==> src/rtl/serial_sub_pkg.sv <==
// Shared types and constants for the bit-serial subtractor.
package serial_sub_pkg;

   localparam int DEF_WIDTH = 8;

   typedef enum logic [1:0] {
      IDLE  = 2'd0,
      SHIFT = 2'd1,
      DONE  = 2'd2
   } state_e;

endpackage

==> src/rtl/half_subtractor.sv <==
// Single-bit half subtractor: x - y with borrow out.
module half_subtractor (
   input  logic x,
   input  logic y,
   output logic d,
   output logic bo
);

   // Purely combinational difference and borrow.
   always_comb begin
      d  = x ^ y;
      bo = ~x & y;
   end

endmodule

==> src/rtl/serial_subtractor.sv <==
// Bit-serial unsigned subtractor: one bit per cycle, LSB first, with a
// valid/ready result handshake.
module serial_subtractor
   import serial_sub_pkg::*;
#(
   parameter int WIDTH = DEF_WIDTH
) (
   input  logic             clk,
   input  logic             rst_n,
   input  logic             start,
   input  logic [WIDTH-1:0] a,
   input  logic [WIDTH-1:0] b,
   output logic             busy,
   output logic             out_valid,
   input  logic             out_ready,
   output logic [WIDTH-1:0] diff,
   output logic             borrow_out
);

   localparam int CW = $clog2(WIDTH);

   state_e           state_q, state_d;
   logic [WIDTH-1:0] a_q, a_d;
   logic [WIDTH-1:0] b_q, b_d;
   logic [WIDTH-1:0] res_q, res_d;
   logic [CW-1:0]    cnt_q, cnt_d;
   logic             bw_q, bw_d;

   // Full-subtract cell built from two half subtractors.
   logic d1, bo1, d_bit, bo2, bw_nxt;

   half_subtractor u_hs0 (
      .x  (a_q[0]),
      .y  (b_q[0]),
      .d  (d1),
      .bo (bo1)
   );

   half_subtractor u_hs1 (
      .x  (d1),
      .y  (bw_q),
      .d  (d_bit),
      .bo (bo2)
   );

   assign bw_nxt = bo1 | bo2;

   // Next-state, datapath update and status outputs.
   always_comb begin
      state_d = state_q;
      a_d     = a_q;
      b_d     = b_q;
      res_d   = res_q;
      cnt_d   = cnt_q;
      bw_d    = bw_q;
      unique case (state_q)
         IDLE: begin
            if (start) begin
               a_d     = a;
               b_d     = b;
               bw_d    = 1'b0;
               cnt_d   = '0;
               state_d = SHIFT;
            end
         end
         SHIFT: begin
            a_d   = a_q >> 1;
            b_d   = b_q >> 1;
            res_d = {d_bit, res_q[WIDTH-1:1]};
            bw_d  = bw_nxt;
            if (cnt_q == CW'(WIDTH - 1)) begin
               cnt_d   = '0;
               state_d = DONE;
            end else begin
               cnt_d = cnt_q + CW'(1);
            end
         end
         DONE: begin
            // Start is ignored here; only the handshake leaves DONE.
            if (out_ready) state_d = IDLE;
         end
         default: state_d = IDLE;
      endcase
   end

   // State and datapath registers; reset discards any operation in flight.
   always_ff @(posedge clk or negedge rst_n) begin
      if (!rst_n) begin
         state_q <= IDLE;
         a_q     <= '0;
         b_q     <= '0;
         res_q   <= '0;
         cnt_q   <= '0;
         bw_q    <= 1'b0;
      end else begin
         state_q <= state_d;
         a_q     <= a_d;
         b_q     <= b_d;
         res_q   <= res_d;
         cnt_q   <= cnt_d;
         bw_q    <= bw_d;
      end
   end

   assign busy       = (state_q != IDLE);
   assign out_valid  = (state_q == DONE);
   assign diff       = res_q;
   assign borrow_out = bw_q;

endmodule

==> config.mk <==
export PLATFORM = sky130hd
export DESIGN_NAME = serial_subtractor
export DESIGN_NICKNAME = d
export VERILOG_FILES = /design/src/rtl/serial_sub_pkg.sv /design/src/rtl/half_subtractor.sv /design/src/rtl/serial_subtractor.sv
export SDC_FILE = /design/constraint.sdc
export NUM_CORES = 1
export LEC_CHECK = 0
export CORE_MARGIN = 5
export CORE_UTILIZATION = 35
export DETAILED_ROUTE_END_ITERATION = 7
export PLACE_DENSITY = 0.64
export SYNTH_ARGS = -nofsm -noshare
export SYNTH_HDL_FRONTEND = slang
export SYNTH_SLANG_ARGS = --single-unit
export TNS_END_PERCENT = 1
==> constraint.sdc <==
create_clock -name clk -period 1.2 [get_ports clk]
set_input_delay 0.24 -clock clk [delete_from_list [all_inputs] [get_ports clk]]
set_output_delay 0.24 -clock clk [all_outputs]
set_load 0.005 [all_outputs]
==> summary.md <==
| Metric | Value |
|---|---|
| Initial Util | `36.2%` |
| Vias per cell | `5.21` |
| First-pass GRT wire length | `5.49 mm` |
| Placed Cells incl. Taps | `195` |
| Drt pass-1 iters | `4` |
| Clock share of power | `17.7%` |
| Final WS setup | `-152 ps` |
| First DRT Iteration DRCs | `27` |
| Clk slew on worst S/H paths | `60 ps` |
| Final net count | `180` |
| PwrDens | `2390 nW/um^2` |
| Logic pwr share | `46.9%` |
| Skew-Pair Late Insertion Delay | `270 ps` |
| Die area | `5520 sq um` |
| # DRC | `0` |
| Die Width | `74.3 microns` |
| Clk buf depth | `2` |
| Syn_nets | `136` |
| TritonCTS clock tree | `built` |
| Gpl congestion | `0.846` |
| Int Pwr | `0.00358 W` |
| Seq/Total Area, Yosys | `51.9%` |
| Sum Neg Setup Slack | `-2150 ps` |
| Post-route cell area | `2200 sq um` |
| Final wirelength | `3.52 mm` |
| CP required | `1360 ps` |
| Synth Register Bits | `30` |
| Final ANT Viol Nets | `0` |
| Top Ports | `31` |
| GR Overflow Total | `0` |
| Cells after Synth | `113` |
| Critical Path AT | `1520 ps` |
| Final hold viol count | `0` |
| Syn Area/Cell | `12.8 sq um` |
| DR WL/cell | `16.9 microns` |
| # Max-Cap Violations | `0` |
| Total GRT Usage | `13.2%` |
| Slew Viols, Final | `0` |
| Area of the multi-input gates | `771 sq um` |
| Switching Share | `32.0%` |
| Yosys cell types | `25` |
| Clock Skews | `1.55 ps` |
| Worst-path maximum fanout | `17` |
| Net Switching | `0.00168 W` |
| DP HPWL | `2.30 mm` |
| CTS Sinks | `30` |
| # H-tree levels | `2` |
| Sequential share of power | `35.4%` |
| Cell area after technology mapping | `1450 sq um` |
| CP Class | `flip-flop to flip-flop` |
| Initial antenna violation count | `0` |
| Sequential Area | `753 sq um` |
| Share of cells above drive strength 1 | `43.0%` |
| LEAKAGE | `0.943 nW` |
| DP Area | `1870 sq um` |
| Fmax | `0.740 GHz` |
| Post-layout min period | `1350 ps` |
| TritonCTS buffer count | `5` |
| Fillers | `344` |
| Area Overhead vs Synth | `52.4%` |
| Port bufs | `30` |
| Core outline area | `4000 sq um` |
| Chip height | `74.3 microns` |
| RSZ-0062 raised after global routing | `yes` |
| Inserted Diodes | `0` |
| Post-placement setup slack | `-407 ps` |
| Worst relative slew slack | `75.4%` |
| Pin count of the biggest net entering global routing | `31` |
| YS warnings | `0` |
| Row count | `23` |
| Worst Tran Pin Value | `368 ps` |
| Via count | `1083` |
| Status | `finished, violations left` |
| Root Buffer | `clkbuf_8` |
| Worst hold-check path type | `input pin to async pin` |
| Non-Filler Instances | `208` |
| Worst IR Drop VDD | `1.10 mV` |
| Setup violators final | `27` |
| Fin Hold WS | `320 ps` |
| Tcrit/Tclk final | `113%` |
| CP Launch Type | `flip-flop` |
| Failing checks | `negative setup slack` |
| Critical Path End Type | `flip-flop` |
| Number of global-route vias before repair | `1148` |
-- power by group through the flow --
stage | sequential (W) | clock [W] | combinational, W
2_1_floorplan | 0.00177 | 0 | 0.00132
3_3_place_gp | 0.00181 | 0 | 0.00201
3_5_place_dp | 0.00184 | 0 | 0.00207
4_1_cts | 0.00181 | 0.000959 | 0.00210
5_1_grt | 0.00193 | 0.00102 | 0.00269
6_report | 0.00187 | 0.000931 | 0.00247
-- cell usage after synthesis --
cell / instances / share of area [%]
fa_1: 1 / 1.4
o21ba_2: 1 / 0.69
nand2b_1: 3 / 1.3
o21bai_2: 1 / 0.78
nor2_1: 1 / 0.26
or4b_1: 9 / 6.2
and2b_1: 1 / 0.52
clkbuf_1: 1 / 0.26
nor4b_1: 5 / 3.0
a22o_1: 5 / 3.0
inv_1: 7 / 1.8
buf_6: 1 / 0.78
mux2_2: 7 / 5.5
ha_1: 2 / 1.7
nor2b_1: 1 / 0.43
o221a_2: 9 / 7.0
nor4bb_1: 2 / 1.4
a21oi_1: 1 / 0.35
buf_2: 9 / 3.1
nor3b_1: 7 / 3.6
or2_2: 1 / 0.43
a211oi_1: 5 / 2.6
mux2i_1: 1 / 0.69
dfrtp_1: 30 / 52
a211o_1: 2 / 1.2
-- layer usage --
layer,GRT usage (%),vias to the layer above,wire (microns)
met5,0,-,0
met4,5.73,0,57
met2,19.5,24,1800
met1,17.3,539,1500
li1,-,514,-
met3,5.00,6,163
-- per-stage QoR --
stage	power, W	util [%]
2_1_floorplan	0.00309	-
3_3_place_gp	0.00381	46.8
3_5_place_dp	0.00391	46.8
4_1_cts	0.00487	50.8
5_1_grt	0.00563	55.1
6_report	0.00527	55.1
-- cell families (layout without fill, tap and decap cells) --
logic type	after synthesis	after routing	synth area share, %
flip-flops	30	30	51.9
adder cells (fa/ha/maj)	3	3	3.11
buffers and inverters	18	63	5.97
AND/OR/NAND/NOR	30	30	17.2
multiplexers	8	8	6.14
AO/OA/AOI/OAI	24	24	15.7
-- flip-flops by register name, summed over array words and instances, names as in the netlist --
signal	cells
cnt_q	3
b_q	8
a_q	8
diff	8
borrow_out	1
state_q	2
-- final cells by class --
type	count	share of cell area [%]
multi-input combinational	65	35.0
sequential	30	34.2
timing repair buffer	48	21.9
clock buffer	8	4.99
tap	50	2.84
inverter	7	1.19
-- repair_timing --
| item | CTS | global route |
|---|---|---|
| setup endpoints to repair | 38 | 37 |
| buffers inserted | 1 | 2 |
| pin swaps | 2 | 12 |
| gates cloned | 0 | 2 |
| gates resized for setup | 27 | 39 |
| hold buffers | 0 | 0 |
-- critical path: stages (launching register included) --
cell	delay, ps
dfrtp_2	440
buf_6	170
or4b_4	500
o221a_4	130
-- final timing paths --
check	from	end	slack, ps	depth (start not counted)
setup reg to reg	state_q[0]$_DFFE_PN0P_	b_q[4]$_DFFE_PN0P_	-150	3
hold / removal	rst_n	diff[3]$_DFFE_PN0N_	320	2
hold reg to reg	diff[0]$_DFFE_PN0N_	diff[0]$_DFFE_PN0N_	500	1
setup / recovery	state_q[0]$_DFFE_PN0P_	b_q[4]$_DFFE_PN0P_	-150	3
max in group asynchronous	rst_n	state_q[1]$_DFFE_PN0P_	700	2
min in group clk	diff[0]$_DFFE_PN0N_	diff[0]$_DFFE_PN0N_	500	1
-- placed cells by master (no fill, tap or decap), types with 2 or more instances in the layout --
cell type,instances
clkdlybuf4s15_1,6
o221a_4,4
o221a_2,5
nor4b_2,2
clkbuf_8,8
clkdlybuf4s50_1,18
nand2b_1,2
inv_1,7
a211oi_2,4
a211o_1,2
nor3b_1,6
nor4b_4,2
dfrtp_2,2
ha_2,2
buf_4,8
dlygate4sd2_1,4
a22o_1,5
mux2_2,7
or4b_4,4
dfrtp_1,28
buf_12,2
or4b_1,5
buf_6,9
(Power assumes the default switching activity.)
